<file path="src/rtl/mdu_pkg.sv">
// -----------------------------------------------------------------------------
// mdu_pkg - shared definitions for the HI/LO multiply/divide unit.
//   * Operation codes carried on i_op.
//   * FSM state encoding for the iterative sequencer.
//   * Iteration counter width helper.
// -----------------------------------------------------------------------------
package mdu_pkg;

    localparam logic [2:0] OP_MULT  = 3'd0;
    localparam logic [2:0] OP_MULTU = 3'd1;
    localparam logic [2:0] OP_DIV   = 3'd2;
    localparam logic [2:0] OP_DIVU  = 3'd3;
    localparam logic [2:0] OP_MTHI  = 3'd4;
    localparam logic [2:0] OP_MTLO  = 3'd5;

    typedef enum logic [1:0] {
        IDLE = 2'd0,
        CALC = 2'd1,
        FIX  = 2'd2
    } mdu_state_e;

    // Counter must hold 0..WIDTH-1 with headroom for a full WIDTH count.
    function automatic int cnt_width(input int width);
        return $clog2(width) + 1;
    endfunction

endpackage

</file>
<file path="src/rtl/mdu_sign_fix.sv">
// -----------------------------------------------------------------------------
// mdu_sign_fix - conditional two's-complement negate.
// Used on entry to turn signed operands into magnitudes and on exit to
// re-apply the result sign.
//   val : input value
//   neg : 1 = negate, 0 = pass through
//   res : conditioned value
// -----------------------------------------------------------------------------
module mdu_sign_fix #(
    parameter int N = 32
) (
    input  logic [N-1:0] val,
    input  logic         neg,
    output logic [N-1:0] res
);

    assign res = neg ? (~val + N'(1)) : val;

endmodule

</file>
<file path="src/rtl/mdu_hilo.sv">
// -----------------------------------------------------------------------------
// mdu_hilo - iterative multiply/divide unit with architectural HI/LO.
// Executes MULT, MULTU, DIV, DIVU (WIDTH shift-add / restoring-subtract
// steps) and single-cycle MTHI/MTLO. HI/LO change only on a result write or
// an MT write.
//
// Ports:
//   i_clk   clock, rising edge
//   i_rst   asynchronous active-high reset
//   i_start issue pulse, sampled only while o_busy = 0
//   i_op    operation code (mdu_pkg::OP_*)
//   i_dat0  rs operand (multiplicand / dividend / MT source)
//   i_dat1  rt operand (multiplier / divisor)
//   o_busy  operation in flight
//   o_done  one-cycle pulse, HI/LO updated this cycle
//   o_hi    HI register
//   o_lo    LO register
//
// Build option: define MDU_FAST_MUL_EN to compute MULT/MULTU with a
// combinational multiplier (result written one edge after issue).
// -----------------------------------------------------------------------------
module mdu_hilo
    import mdu_pkg::*;
#(
    parameter int WIDTH = 32
) (
    input  logic             i_clk,
    input  logic             i_rst,
    input  logic             i_start,
    input  logic [2:0]       i_op,
    input  logic [WIDTH-1:0] i_dat0,
    input  logic [WIDTH-1:0] i_dat1,
    output logic             o_busy,
    output logic             o_done,
    output logic [WIDTH-1:0] o_hi,
    output logic [WIDTH-1:0] o_lo
);

    localparam int            CW        = cnt_width(WIDTH);
    localparam logic [CW-1:0] LAST_STEP = CW'(WIDTH - 1);

    mdu_state_e         state_r;
    mdu_state_e         state_nxt_s;
    logic [CW-1:0]      cnt_r;
    logic [WIDTH-1:0]   hi_r;
    logic [WIDTH-1:0]   lo_r;
    logic               busy_r;
    logic               done_r;

    // Working registers: acc_hi_r/acc_lo_r hold partial product or
    // remainder/quotient, opb_r holds the multiplicand/divisor magnitude.
    logic [WIDTH-1:0]   acc_hi_r;
    logic [WIDTH-1:0]   acc_lo_r;
    logic [WIDTH-1:0]   opb_r;
    logic               is_mul_r;
    logic               neg_q_r;
    logic               neg_r_r;
    logic               div_zero_r;

    logic               load_s;
    logic               step_s;
    logic               res_wr_s;
    logic               mthi_s;
    logic               mtlo_s;
    logic               done_s;

    logic               is_signed_s;
    logic [WIDTH-1:0]   mag_a_s;
    logic [WIDTH-1:0]   mag_b_s;
    logic [WIDTH:0]     mul_sum_s;
    logic [WIDTH:0]     div_shift_s;
    logic [WIDTH:0]     div_trial_s;
    logic [2*WIDTH-1:0] prod_raw_s;
    logic [2*WIDTH-1:0] prod_fix_s;
    logic [WIDTH-1:0]   quo_fix_s;
    logic [WIDTH-1:0]   rem_fix_s;
    logic [WIDTH-1:0]   res_hi_s;
    logic [WIDTH-1:0]   res_lo_s;

`ifdef MDU_FAST_MUL_EN
    localparam logic FAST_MUL = 1'b1;
    assign prod_raw_s = {{WIDTH{1'b0}}, acc_lo_r} * {{WIDTH{1'b0}}, opb_r};
`else
    localparam logic FAST_MUL = 1'b0;
    assign prod_raw_s = {acc_hi_r, acc_lo_r};
`endif

    assign is_signed_s = (i_op == OP_MULT) || (i_op == OP_DIV);

    // Operand magnitudes; unsigned ops pass straight through.
    mdu_sign_fix #(.N(WIDTH)) u_fix_a (
        .val (i_dat0),
        .neg (is_signed_s & i_dat0[WIDTH-1]),
        .res (mag_a_s)
    );

    mdu_sign_fix #(.N(WIDTH)) u_fix_b (
        .val (i_dat1),
        .neg (is_signed_s & i_dat1[WIDTH-1]),
        .res (mag_b_s)
    );

    // Result sign: product/quotient negate on differing signs, remainder
    // follows the dividend.
    mdu_sign_fix #(.N(2*WIDTH)) u_fix_prod (
        .val (prod_raw_s),
        .neg (neg_q_r),
        .res (prod_fix_s)
    );

    mdu_sign_fix #(.N(WIDTH)) u_fix_quo (
        .val (acc_lo_r),
        .neg (neg_q_r),
        .res (quo_fix_s)
    );

    mdu_sign_fix #(.N(WIDTH)) u_fix_rem (
        .val (acc_hi_r),
        .neg (neg_r_r),
        .res (rem_fix_s)
    );

    // Single-step arithmetic for the shift-add and restoring-divide paths.
    always_comb begin
        mul_sum_s   = {1'b0, acc_hi_r} + (acc_lo_r[0] ? {1'b0, opb_r} : {(WIDTH+1){1'b0}});
        div_shift_s = {acc_hi_r, acc_lo_r[WIDTH-1]};
        div_trial_s = div_shift_s - {1'b0, opb_r};
    end

    // Final HI/LO selection; a zero divisor forces LO to all ones while the
    // remainder path already reproduces the dividend.
    always_comb begin
        res_hi_s = rem_fix_s;
        res_lo_s = quo_fix_s;
        if (is_mul_r) begin
            res_hi_s = prod_fix_s[2*WIDTH-1:WIDTH];
            res_lo_s = prod_fix_s[WIDTH-1:0];
        end else if (div_zero_r) begin
            res_lo_s = {WIDTH{1'b1}};
        end else begin
            res_lo_s = quo_fix_s;
        end
    end

    // FSM next-state and control strobes.
    always_comb begin
        state_nxt_s = state_r;
        load_s      = 1'b0;
        step_s      = 1'b0;
        res_wr_s    = 1'b0;
        mthi_s      = 1'b0;
        mtlo_s      = 1'b0;
        done_s      = 1'b0;
        case (state_r)
            IDLE: begin
                if (i_start) begin
                    case (i_op)
                        OP_MULT, OP_MULTU, OP_DIV, OP_DIVU: begin
                            load_s      = 1'b1;
                            state_nxt_s = CALC;
                        end
                        OP_MTHI: begin
                            mthi_s = 1'b1;
                            done_s = 1'b1;
                        end
                        OP_MTLO: begin
                            mtlo_s = 1'b1;
                            done_s = 1'b1;
                        end
                        default: begin
                            state_nxt_s = IDLE;
                        end
                    endcase
                end else begin
                    state_nxt_s = IDLE;
                end
            end
            CALC: begin
                if (FAST_MUL && is_mul_r) begin
                    res_wr_s    = 1'b1;
                    done_s      = 1'b1;
                    state_nxt_s = IDLE;
                end else begin
                    step_s = 1'b1;
                    if (cnt_r == LAST_STEP) begin
                        state_nxt_s = FIX;
                    end else begin
                        state_nxt_s = CALC;
                    end
                end
            end
            FIX: begin
                res_wr_s    = 1'b1;
                done_s      = 1'b1;
                state_nxt_s = IDLE;
            end
            default: begin
                state_nxt_s = IDLE;
            end
        endcase
    end

    // FSM state register.
    always_ff @(posedge i_clk or posedge i_rst) begin
        if (i_rst) begin
            state_r <= IDLE;
        end else begin
            state_r <= state_nxt_s;
        end
    end

    // Operand latch and per-step datapath update.
    always_ff @(posedge i_clk or posedge i_rst) begin
        if (i_rst) begin
            cnt_r      <= {CW{1'b0}};
            acc_hi_r   <= {WIDTH{1'b0}};
            acc_lo_r   <= {WIDTH{1'b0}};
            opb_r      <= {WIDTH{1'b0}};
            is_mul_r   <= 1'b0;
            neg_q_r    <= 1'b0;
            neg_r_r    <= 1'b0;
            div_zero_r <= 1'b0;
        end else if (load_s) begin
            cnt_r      <= {CW{1'b0}};
            acc_hi_r   <= {WIDTH{1'b0}};
            acc_lo_r   <= mag_a_s;
            opb_r      <= mag_b_s;
            is_mul_r   <= ~i_op[1];
            neg_q_r    <= is_signed_s & (i_dat0[WIDTH-1] ^ i_dat1[WIDTH-1]);
            neg_r_r    <= is_signed_s & i_dat0[WIDTH-1];
            div_zero_r <= (i_dat1 == {WIDTH{1'b0}});
        end else if (step_s) begin
            cnt_r <= cnt_r + {{(CW-1){1'b0}}, 1'b1};
            if (is_mul_r) begin
                acc_hi_r <= mul_sum_s[WIDTH:1];
                acc_lo_r <= {mul_sum_s[0], acc_lo_r[WIDTH-1:1]};
            end else if (!div_trial_s[WIDTH]) begin
                acc_hi_r <= div_trial_s[WIDTH-1:0];
                acc_lo_r <= {acc_lo_r[WIDTH-2:0], 1'b1};
            end else begin
                acc_hi_r <= div_shift_s[WIDTH-1:0];
                acc_lo_r <= {acc_lo_r[WIDTH-2:0], 1'b0};
            end
        end
    end

    // Architectural HI/LO: written only by a result or an MT operation.
    always_ff @(posedge i_clk or posedge i_rst) begin
        if (i_rst) begin
            hi_r <= {WIDTH{1'b0}};
            lo_r <= {WIDTH{1'b0}};
        end else if (res_wr_s) begin
            hi_r <= res_hi_s;
            lo_r <= res_lo_s;
        end else if (mthi_s) begin
            hi_r <= i_dat0;
        end else if (mtlo_s) begin
            lo_r <= i_dat0;
        end
    end

    // Registered handshake outputs.
    always_ff @(posedge i_clk or posedge i_rst) begin
        if (i_rst) begin
            busy_r <= 1'b0;
            done_r <= 1'b0;
        end else begin
            busy_r <= (state_nxt_s != IDLE);
            done_r <= done_s;
        end
    end

    assign o_busy = busy_r;
    assign o_done = done_r;
    assign o_hi   = hi_r;
    assign o_lo   = lo_r;

endmodule

</file>
<file path="config.mk">
export PLATFORM = sky130hd
export DESIGN_NAME = mdu_hilo
export DESIGN_NICKNAME = d
export VERILOG_FILES = /design/src/rtl/mdu_pkg.sv /design/src/rtl/mdu_sign_fix.sv /design/src/rtl/mdu_hilo.sv
export SDC_FILE = /design/constraint.sdc
export NUM_CORES = 1
export LEC_CHECK = 0
export CELL_PAD_IN_SITES_DETAIL_PLACEMENT = 2
export CELL_PAD_IN_SITES_GLOBAL_PLACEMENT = 2
export CORE_UTILIZATION = 35
export CTS_CLUSTER_SIZE = 16
export DETAILED_ROUTE_END_ITERATION = 16
export GPL_TIMING_DRIVEN = 0
export PLACE_DENSITY = 0.77
export RECOVER_POWER = 100
export SYNTH_ARGS = -nofsm -noshare
export SYNTH_HDL_FRONTEND = slang
export SYNTH_SLANG_ARGS = --single-unit
</file>
<file path="constraint.sdc">
create_clock -name i_clk -period 6.72 [get_ports i_clk]
set_input_delay 1.344 -clock i_clk [delete_from_list [all_inputs] [get_ports i_clk]]
set_output_delay 1.344 -clock i_clk [all_outputs]
set_load 0.005 [all_outputs]
</file>
==> metrics.md, run 1 <==
| Metric | Value |
|---|---|
| Status | complete, but fails checks |
| Failing checks | max-capacitance violations, max-slew violations |
| Post-CTS Setup Bufs | 0 |
| Initial drt markers | 551 |
| Seq cells post-synth | 174 |
| Via count | 13.8k |
| Worst Hold Class | reg2reg |
| Crit share post-route | 0.771 |
| Die footprint | 40,500 sq um |
| Worst-Margin Slew | 3740 ps |
| Clk buf depth | 2 |
| Port Buffers | 133 |
| CTS Buf Count | 17 |
| Worst Clk Skew | 10.3 ps |
| Clk_lat worst skew | 470 ps |
| Synth Area in Adders | 0.0651 |
| DIE HEIGHT | 201 um |
| Final setup viols | 0 |
| Syn_area_per_cell | 8.16 sq um |
| Initial antenna violation count | 0 |
| Non-filler cells, final | 2,386 |
| Clock-pin transition on the worst setup and hold timing paths | 70 ps |
| Xor-xnor portion of the synthesized cell area | 0.113 |
| Cells after synthesis | 1,701 |
| Slew Limit Fails | 93 |
| CTS Hold Bufs | 0 |
| Final HPWL DP | 44.5 mm |
| Inserted Diodes | 0 |
| Worst Setup Path Type | reg2reg |
| Post-synth cell types | 75 |
| Required time worst endpoint | 7040 ps |
| Core Util, Final | 0.422 |
| Synth Warn # | 0 |
| Synth Area in Compound Gates | 0.234 |
| I/O pin cnt | 136 |
| RePlAce Congestion | 0.898 |
| Async set or reset register ratio after synthesis | 1.00 |
| GRT overflow | 0 |
| Vias per cell | 5.79 |
| Root Driver | clkbuf_16 |
| Largest net degree at the start of global routing | 94 |
| Core Region | 38,900 sq um |
| Placed instance count | 2,354 |
| Main synth FF type | dfrtp_1 |
| Worst VDD drop | 0.000273 V |
| First drt pass iteration count | 5 |
| Pwr Density | 470 nW/um^2 |
| Largest family of logic cells by synthesized area | compound AO/OA/AOI/OAI gates |
| Die Width | 201 um |
| RSZ-0062 raised after global routing | false |
| Setup crit end kind | register |
| Fin crit period | 5180 ps |
| Final count of hold timing violations | 0 |
| FMAX | 0.193 GHz |
| Maxcap violations | 1 |
| First-pass GRT wire length | 88.3 mm |
| # fillers | 4,504 |
| WP data arrival | 5500 ps |
| Total wire length | 56.0 mm |
| Leakage power | 0.00669 uW |
| Synth Net Count | 1,842 |
| Share of layout cells above drive strength 1 | 0.0332 |
| Critical Path Start Type | register |
| Clock sink total | 174 |
| CP max FO | 8 |
| Wire per inst | 23.5 um |
| CTS H-tree lvls | 4 |
| Post-synth EDFFs | 0 |
| R2R Setup Slk | 1540 ps |
| Post-CTS sizing | 0 |
| Nets | 1,996 |
| Rel. slew slack | -1.49 |
| # rows | 72 |
| GRT Util Overall | 0.283 |
| Synthesized area | 13,900 sq um |
| Vias in the first global route | 15.1k |
| Layout area overhead | 18.3% |
| TritonCTS clock tree | built |
| Antenna-violating nets left | 0 |
| DRC violations left | 0 |
| Simple-Gate Fraction of Synth Area | 0.167 |
| Proportion of synthesized area in mux cells | 0.0595 |
| Sequential-to-total area share from yosys stat | 0.314 |
| Initial Utilization | 0.357 |
## layer usage
metal | up-vias | track usage | wire length (um)
met5 | - | 0 | 0
li1 | 6414 | - | -
met4 | 0 | 0.104 | 1690
met2 | 260 | 0.515 | 28800
met3 | 92 | 0.0327 | 1620
met1 | 7054 | 0.339 | 23900
## final timing paths
kind                                              start                    end  cells past startpoint
worst min-delay path               o_lo[10]$_DFFE_PP0P_   o_lo[10]$_DFFE_PP0P_                      2
worst min register to register     o_lo[10]$_DFFE_PP0P_   o_lo[10]$_DFFE_PP0P_                      2
max in group asynchronous                         i_rst  opb_r[24]$_DFFE_PP0P_                      2
worst max register to register  acc_lo_r[3]$_DFFE_PP0P_   o_hi[25]$_DFFE_PP0P_                     11
worst max-delay path            acc_lo_r[3]$_DFFE_PP0P_   o_hi[25]$_DFFE_PP0P_                     11
min in group asynchronous                         i_rst    o_lo[5]$_DFFE_PP0P_                      2
## cell usage after synthesis, types with 12 or more instances
cell type / count / area share
nor3_1: 27 / 0.0097
nor2_1: 115 / 0.031
a21oi_1: 124 / 0.045
mux2_2: 12 / 0.0097
o31ai_1: 16 / 0.0087
inv_1: 69 / 0.019
a211oi_1: 13 / 0.0070
a21o_1: 14 / 0.0076
o22ai_1: 33 / 0.015
nor2b_1: 17 / 0.0077
buf_1: 14 / 0.0038
nand4_1: 15 / 0.0068
dfrtp_1: 174 / 0.31
o21ai_0: 194 / 0.070
nand3_1: 18 / 0.0065
ha_1: 69 / 0.062
clkbuf_1: 78 / 0.021
xor2_1: 71 / 0.045
xnor2_1: 107 / 0.068
nor4_1: 16 / 0.0072
o41ai_1: 14 / 0.0088
or3_1: 14 / 0.0063
a31oi_1: 15 / 0.0068
nand2_1: 210 / 0.057
o211ai_1: 34 / 0.018
nand2b_1: 23 / 0.010
mux2i_1: 69 / 0.050
## registers in the layout (all words and copies together), names as in the netlist, 2 cells and up
register / count
o_hi: 32
cnt_r: 6
o_lo: 32
state_r: 2
acc_hi_r: 32
acc_lo_r: 32
opb_r: 32
## where the power goes
| part | internal, uW | switching (uW) | leakage [uW] | total (uW) |
|---|---|---|---|---|
| logic | 1920 | 2780 | 0.00436 | 4700 |
| registers | 1410 | 524 | 0.00203 | 1940 |
| clock network | 598 | 481 | 0.000295 | 1080 |
| total | 3930 | 3780 | 0.00669 | 7710 |
## layout by cell type, fill, tap and decap left out, types with 5 or more instances in the layout
| master | netlist | routed |
|---|---|---|
| clkbuf_16 | 0 | 17 |
| nor3_1 | 27 | 27 |
| nor2_1 | 115 | 115 |
| o22ai_1 | 33 | 33 |
| or3_1 | 14 | 14 |
| nand2b_1 | 23 | 24 |
| nand4_1 | 15 | 15 |
| a21o_1 | 14 | 14 |
| clkdlybuf4s50_1 | 0 | 62 |
| a221o_1 | 6 | 6 |
| mux2i_1 | 69 | 69 |
| buf_1 | 14 | 12 |
| o31ai_1 | 16 | 17 |
| dfrtp_1 | 174 | 174 |
| a22oi_1 | 11 | 11 |
| o21bai_1 | 8 | 8 |
| ha_1 | 69 | 69 |
| nand2_1 | 210 | 210 |
| a31oi_1 | 15 | 15 |
| nand3_1 | 18 | 19 |
| nor4_1 | 16 | 17 |
| clkbuf_1 | 78 | 83 |
| o21a_1 | 5 | 5 |
| o21ai_0 | 194 | 202 |
| inv_1 | 69 | 69 |
| o221ai_1 | 7 | 7 |
| o211ai_1 | 34 | 36 |
| a21oi_1 | 124 | 125 |
| o41ai_1 | 14 | 14 |
| a211oi_1 | 13 | 13 |
| nor2b_1 | 17 | 17 |
| mux2_2 | 12 | 12 |
| dlygate4sd3_1 | 0 | 71 |
| xor2_1 | 71 | 71 |
| xnor2_1 | 107 | 108 |
## area by class of cell
type / instances / area (sq um) / area share
buffer: 99 / 389 / 0.0237
clock buffer: 19 / 443 / 0.0270
clock inverter: 13 / 163 / 0.00990
inverter: 69 / 259 / 0.0158
multi-input combinational: 1359 / 8800 / 0.536
sequential: 174 / 4350 / 0.265
tap: 518 / 648 / 0.0395
timing repair buffer: 135 / 1360 / 0.0830
## logic make-up after synthesis
logic type | Yosys count
AO/OA/AOI/OAI | 538
XOR/XNOR | 179
adder cells (fa/ha/maj) | 71
buffers and inverters | 168
flip-flops | 174
multiplexers | 81
AND/OR/NAND/NOR | 490
## worst max-delay path: stages (launching register included)
cell and delay, ps:
dfrtp_1 360, clkbuf_1 220, or4_1 510, nor4b_1 1100, nand4b_4 340, o211ai_1 400
nand3_1 190, nor4_1 980, nand3_2 220, o31ai_1 390, xor2_1 230, a21oi_1 90
## metrics by stage
step	cell area, sq um	setup WS [ps]	hold WS (ps)	power (uW)	TNS, ps
finish	16400	1540	475	7710	0
global placement	15900	-2180	462	6450	-374790
detailed placement	15900	2050	472	6670	0
CTS	16500	2180	488	7800	0
global route	16400	1120	505	8300	0
floorplan	13900	659	443	5080	0
No activity file was read; power rests on OpenSTA's default activity.
==> run 2: changes to the inputs <==
clock period = 4.85 ns   (was 6.72 ns; I/O delays follow)
==> run 2 against run 1 <==
Compared with the run above: the flow still finishes with violations (max-capacitance violations, max-slew violations); critical path type unchanged; setup slack lost 1400 ps; via count shrank 1.4%; largest power group unchanged; first-iteration DRC count increased by 12%; largest cell class unchanged.
==> metrics.md, run 2 (synthesized netlist as in run 1, its figures left out) <==
| Metric | Value |
|---|---|
| Layout area overhead | 18.5% |
| Cells on worst reg2reg path | 14 (+3) |
| Inserted Diodes | 0 (unchanged) |
| TritonCTS clock tree | built |
| Port Buffers | 133 (unchanged) |
| First-pass GRT wire length | 87.3 mm (-1.1%) |
| Initial Utilization | 0.357 (unchanged) |
| FMAX | 0.213 GHz (+10%) |
| Tot Pwr | 10,700 uW (+39%) |
| Setup crit end kind | register |
| Total wire length | 56.1 mm (+0.19%) |
| Most frequent cells in the layout | 210 x nand2_1, 200 x o21ai_0, 174 x dfrtp_1 |
| Required time worst endpoint | 5180 ps (-1860 ps) |
| CTS H-tree lvls | 4 (unchanged) |
| Status | complete, but fails checks |
| Vias in the first global route | 14.9k (-1.4%) |
| CTS Hold Bufs | 0 (unchanged) |
| Most common cell after layout, fill and taps aside | nand2_1 |
| Pwr Density | 651 nW/um^2 (+39%) |
| Clock-pin transition on the worst setup and hold timing paths | 70 ps (about the same) |
| Via count | 13.6k (-1.4%) |
| Worst-Margin Slew | 2230 ps (-1510 ps) |
| GRT overflow | 0 (unchanged) |
| Failing checks | max-capacitance violations, max-slew violations |
| Nets | 1,999 (+0.15%) |
| First drt pass iteration count | 5 (unchanged) |
| Crit share post-route | 0.970 (+0.199) |
| WHS Path Cells | 2 (unchanged) |
| Share of layout cells above drive strength 1 | 0.0353 (+0.00208) |
| Slew Limit Fails | 114 (+23%) |
| GRT Util Overall | 0.281 (-0.00186) |
| CP max FO | 10 (+2) |
| Wire per inst | 23.5 um (about the same) |
| Initial antenna violation count | 0 (unchanged) |
| Die Width | 201 um (unchanged) |
| Core Region | 38,900 sq um (unchanged) |
| Area of the multi-input gates | 8830 sq um (+0.36%) |
| WP data arrival | 5030 ps (-470 ps) |
| Pre-CTS WS | 238 ps (-1810 ps) |
| Rel. slew slack | -0.486 (+1.00) |
| Fin crit period | 4700 ps (-478 ps) |
| I/O pin cnt | 136 (unchanged) |
| Critical Path Start Type | register |
| Clk_lat worst skew | 470 ps (about the same) |
| Worst Setup Path Type | reg2reg |
| Vias per cell | 5.71 (-1.5%) |
| # rows | 72 (unchanged) |
| Worst Hold Class | reg2reg |
| Die footprint | 40,500 sq um (unchanged) |
| DIE HEIGHT | 201 um (unchanged) |
| Worst VDD drop | 0.000255 V (-6.6%) |
| Worst Clk Skew | 11.2 ps (+0.919 ps) |
| # fillers | 4,495 (-0.20%) |
| Root Driver | clkbuf_16 |
| FF/Latch Area | 4350 sq um (unchanged) |
| Largest net degree at the start of global routing | 40 (-57%) |
| Post-CTS Setup Bufs | 0 (unchanged) |
| RSZ-0062 raised after global routing | false |
| Final setup viols | 0 (unchanged) |
| Leakage power | 0.00669 uW (about the same) |
| RePlAce Congestion | 0.900 (+0.18%) |
| Setup WS post-layout | 145 ps (-1390 ps) |
| Clock sink total | 174 (unchanged) |
| Clk buf depth | 2 (unchanged) |
| Setup TNS | 0 ps (unchanged) |
| Initial drt markers | 618 (+12%) |
| Antenna-violating nets left | 0 (unchanged) |
| Post-CTS sizing | 0 (unchanged) |
| DRC violations left | 0 (unchanged) |
| CTS Buf Count | 17 (unchanged) |
| Final HPWL DP | 45.3 mm (+1.8%) |
| Final count of hold timing violations | 0 (unchanged) |
| Maxcap violations | 3 (+2) |
[run 2: changes by cell type in the layout (fill, tap and decap cells not counted), moves of 2 or more]
cell and delta:
clkinv_2 -4, buf_1 -2, o21ai_1 +2, buf_2 +2, clkinv_4 +2, o21ai_0 -2, clkbuf_8 +3, clkbuf_1 +6
[run 2: where the power goes]
group | leakage (uW) | switching, uW | internal, uW
registers | 0.00203 | 736 | 1950
clock network | 0.000288 | 648 | 819
logic | 0.00438 | 3870 | 2680
[run 2: layout make-up]
| type | instances | share of cell area |
|---|---|---|
| buffer | 99 | 0.0238 |
| tap | 518 | 0.0394 |
| clock inverter | 7 | 0.00624 |
| inverter | 69 | 0.0158 |
| clock buffer | 25 | 0.0301 |
| timing repair buffer | 138 | 0.0831 |
| sequential | 174 | 0.265 |
| multi-input combinational | 1359 | 0.537 |
[run 2: worst max-delay path, cell delays in order (launching register included)]
cell and delay (ps):
dfrtp_1 530, inv_1 90, ha_1 240, fa_1 440, nand2b_1 220, a21oi_1 310, o21ai_1 230, a211oi_1 530
a21oi_1 290, a31o_2 350, xnor2_2 270, buf_2 370, clkbuf_4 360, mux2i_1 240, o21ai_0 90
[run 2: routing by layer]
layer	part of all wire	GRT usage	up-vias
li1	-	-	6414
met1	0.42	0.333	6836
met2	0.51	0.509	283
met3	0.032	0.0332	99
met4	0.035	0.120	0
met5	0	0	-
[run 2: per-stage QoR]
step | utilization | cell area, sq um | hold slack, ps | std cells
2_1_floorplan | - | 13900 | 443 | 1701
3_3_place_gp | 0.408 | 15900 | 463 | 2352
3_5_place_dp | 0.410 | 15900 | 471 | 2357
4_1_cts | 0.425 | 16500 | 486 | 2389
5_1_grt | 0.423 | 16500 | 503 | 2389
6_report | 0.423 | 16500 | 473 | 2389
[run 2: path summary, 6_finish.rpt]
check	slack, ps	startpoint	to
worst max-delay path	150	acc_lo_r[31]$_DFFE_PP0P_	acc_hi_r[4]$_DFFE_PP0P_
max in group asynchronous	900	i_rst	acc_hi_r[30]$_DFFE_PP0P_
min in group asynchronous	1280	i_rst	o_lo[6]$_DFFE_PP0P_
worst max register to register	150	acc_lo_r[31]$_DFFE_PP0P_	acc_hi_r[4]$_DFFE_PP0P_
worst min-delay path	470	o_lo[11]$_DFFE_PP0P_	o_lo[11]$_DFFE_PP0P_
worst min register to register	470	o_lo[11]$_DFFE_PP0P_	o_lo[11]$_DFFE_PP0P_
==> run 3: changes to the inputs <==
CORE_UTILIZATION = 40   (was 35)
DONT_BUFFER_PORTS = 1   (was unset)
SYNTH_HIERARCHICAL = 1   (was unset)
==> run 3 against run 2 <==
Compared with the run above: the run still ends with max-capacitance violations, max-slew violations left; clock skew shrank 1.1 ps; cell count grew 7.5%; combinational power grew 22%; clock-buffer cell count shrank 8; worst hold slack gained 7.0 ps; clock power is essentially flat; maximum frequency grew 5.7%; register-to-register slack gained 250 ps; flip-flop and latch count is the same; sequential share of layout area shrank 2.4 points; cell area grew 10%; core utilization grew 0.95 points.
==> metrics.md, run 3 <==
| Metric | Value |
|---|---|
| Status | complete, but fails checks |
| Failing checks | max-capacitance violations, max-slew violations |
| Fin crit period | 4450 ps (-253 ps) |
| DIE HEIGHT | 208 um (+3.3%) |
| Vias in the first global route | 17.7k (+19%) |
| Reg2reg end | acc_hi_r[9]$_DFFE_PP0P_ |
| Worst Clk Skew | 10.1 ps (-1.08 ps) |
| CTS H-tree lvls | 4 (unchanged) |
| Largest net degree at the start of global routing | 41 (+2.5%) |
| Synth Net Count | 2,136 (+16%) |
| Slew Limit Fails | 88 (-23%) |
| Rel. slew slack | -0.490 (-0.00484) |
| GRT Util Overall | 0.326 (+0.0451) |
| Final count of hold timing violations | 0 (unchanged) |
| Crit share post-route | 0.918 (-0.0522) |
| Total wire length | 69.6 mm (+24%) |
| CP max FO | 10 (unchanged) |
| Antenna-violating nets left | 0 (unchanged) |
| First-pass GRT wire length | 108 mm (+24%) |
| Initial Utilization | 0.405 (+0.0483) |
| Final setup viols | 0 (unchanged) |
| Cells after synthesis | 1,994 (+17%) |
| Post-synth cell types | 94 (+25%) |
| Tot Pwr | 12,900 uW (+21%) |
| CTS Hold Bufs | 0 (unchanged) |
| Worst Hold Class | reg2reg |
| Layout area overhead | 6.74% |
| Required time worst endpoint | 5200 ps (+20 ps) |
| First drt pass iteration count | 6 (+1) |
| Worst Hold End | div_zero_r$_DFFE_PP0P_ |
| RSZ-0062 raised after global routing | false |
| CTS Buf Count | 17 (unchanged) |
| Sequential-to-total area share from yosys stat | 0.257 (-0.0568) |
| Min-delay src | div_zero_r$_DFFE_PP0P_ |
| Worst Setup Path Type | reg2reg |
| Clock-pin transition on the worst setup and hold timing paths | 70 ps (about the same) |
| Core Util, Final | 0.432 (+0.00948) |
| Ranking of synthesized cells by area | dfrtp_1 26%, xnor2_1 11%, ha_1 5.2% |
| Initial drt markers | 821 (+33%) |
| Main synth FF type | dfrtp_1 |
| Leakage power | 0.00677 uW (+1.1%) |
| Worst VDD drop | 0.000274 V (+7.6%) |
| DRC violations left | 0 (unchanged) |
| Synth Warn # | 6 (+6) |
| Cells on worst reg2reg path | 13 (-1) |
| R2R Setup Slk | 400 ps (+250 ps) |
| Initial antenna violation count | 4 (+4) |
| Wire per inst | 27.1 um (+15%) |
| WHS | 480 ps (+6.95 ps) |
| RePlAce Congestion | 0.876 (-2.6%) |
| # rows | 75 (+4.2%) |
| Vias per cell | 6.30 (+10%) |
| Port Buffers | 0 (-100%) |
| Setup TNS | 0 ps (unchanged) |
| Final HPWL DP | 55.9 mm (+23%) |
| Share of layout cells above drive strength 1 | 0.0749 (+0.0396) |
| GRT overflow | 0 (unchanged) |
| Seq cells post-synth | 174 (unchanged) |
| TritonCTS clock tree | built |
| Post-CTS Setup Bufs | 0 (unchanged) |
| Most frequent cells in the layout | 208 x nand2_1, 208 x xnor2_1, 174 x o21ai_0, 174 x dfrtp_1, 121 x nor2_1 |
| Pwr Density | 714 nW/um^2 (+9.7%) |
| Via count | 16.2k (+19%) |
| Nets | 2,159 (+8.0%) |
| Clock sink total | 174 (unchanged) |
| FMAX | 0.225 GHz (+5.7%) |
| WHS Path Cells | 2 (unchanged) |
| Die footprint | 43,200 sq um (+6.8%) |
| Post-synth EDFFs | 0 (unchanged) |
| Post-CTS sizing | 0 (unchanged) |
| Top cell type's share of synthesized area | 0.257 (-0.0568) |
| Yosys top cell by area | dfrtp_1 |
| Reg2reg start | acc_lo_r[31]$_DFFE_PP0P_ |
| Root Driver | clkbuf_16 |
| Worst-Margin Slew | 2240 ps (+7.26 ps) |
| WP data arrival | 4800 ps (-230 ps) |
| Clk buf depth | 2 (unchanged) |
| Syn_area_per_cell | 8.50 sq um (+4.2%) |
| Setup crit end kind | register |
| Die Width | 208 um (+3.3%) |
| Clk_lat worst skew | 490 ps (+20 ps) |
| Async set or reset register ratio after synthesis | 1.00 (unchanged) |
| Maxcap violations | 3 (unchanged) |
| Critical Path Start Type | register |
| Core Region | 41,900 sq um (+7.5%) |
| I/O pin cnt | 136 (unchanged) |
| Synth cell count leaders | 208 x nand2_1, 208 x xnor2_1, 174 x dfrtp_1, 167 x o21ai_0, 120 x nor2_1 |
| Synthesized area | 16,900 sq um (+22%) |
==> run 3: cell types whose count changed in the layout (fill, tap and decap cells not counted), sizes merged, moves of 27 or more <==
cell / before / now
a221o: 6 / 34
o41ai: 14 / 50
o22ai: 33 / 5
and2: 8 / 35
xor2: 71 / 26
a31oi: 15 / 43
a21oi: 125 / 81
o31ai: 17 / 63
xnor2: 108 / 208
dlygate4sd3: 71 / 0
o221ai: 7 / 45
clkdlybuf4s50: 62 / 0
==> run 3: critical path: stages (launching register included) <==
cell	delay [ps]
dfrtp_1	690
inv_1	150
ha_1	280
fa_1	380
nand2b_1	190
a21oi_1	370
o211ai_1	270
nand2_1	220
a211oi_2	190
xor2_1	630
clkbuf_1	500
nor2_1	180
a21oi_1	150
o21ai_0	90
==> run 3: metrics by stage <==
step	cell area [sq um]	cells	worst slack (ps)
6_report	18100	2569	399
5_1_grt	18100	2569	214
4_1_cts	18300	2568	574
3_5_place_dp	17700	2537	596
3_3_place_gp	17600	2533	626
2_1_floorplan	17000	1994	1600
==> run 3: worst max-delay path by stage <==
stage / startpoint / endpoint / cells after the start / slack (ps)
final: acc_lo_r[31]$_DFFE_PP0P_ / acc_hi_r[9]$_DFFE_PP0P_ / 13 / 400
after global routing: acc_lo_r[31]$_DFFE_PP0P_ / acc_hi_r[25]$_DFFE_PP0P_ / 13 / 210
after CTS: acc_lo_r[0]$_DFFE_PP0P_ / acc_hi_r[31]$_DFFE_PP0P_ / 12 / 570
after detailed placement: acc_lo_r[0]$_DFFE_PP0P_ / acc_hi_r[31]$_DFFE_PP0P_ / 12 / 600
after global placement: i_rst / opb_r[28]$_DFFE_PP0P_ / 1 / 630
after floorplan: acc_lo_r[0]$_DFFE_PP0P_ / acc_hi_r[25]$_DFFE_PP0P_ / 12 / 1600
==> run 3: final cells by class <==
class / instances / area [sq um]
Sequential cell: 174 / 4350
Tap cell: 539 / 674
Clock inverter: 14 / 170
Multi-Input combinational cell: 1647 / 11800
Antenna cell: 1 / 2.50
Timing Repair Buffer: 4 / 17.5
Inverter: 64 / 241
Buffer: 109 / 435
Clock buffer: 17 / 425
Fill cell: 4768 / 23800
==> run 3: cells by family after synthesis <==
| kind of cell | synth area share |
|---|---|
| compound gates | 0.252 |
| xor+xnor | 0.121 |
| fa+ha+maj | 0.0540 |
| buf+inv | 0.0407 |
| flops | 0.257 |
| mux | 0.0651 |
| simple gates | 0.210 |
==> run 3: power by group <==
| group | internal (uW) | total [uW] | switching (uW) |
|---|---|---|---|
| Combinational | 3210 | 7980 | 4770 |
| Clock | 806 | 1480 | 678 |
| Sequential | 2070 | 3450 | 1380 |
| Total | 6090 | 12900 | 6830 |
==> run 3: metal layers <==
metal	global-route usage	wire, um
met5	0	32
met4	0.157	3080
met3	0.0348	1760
met2	0.587	35400
met1	0.385	29400
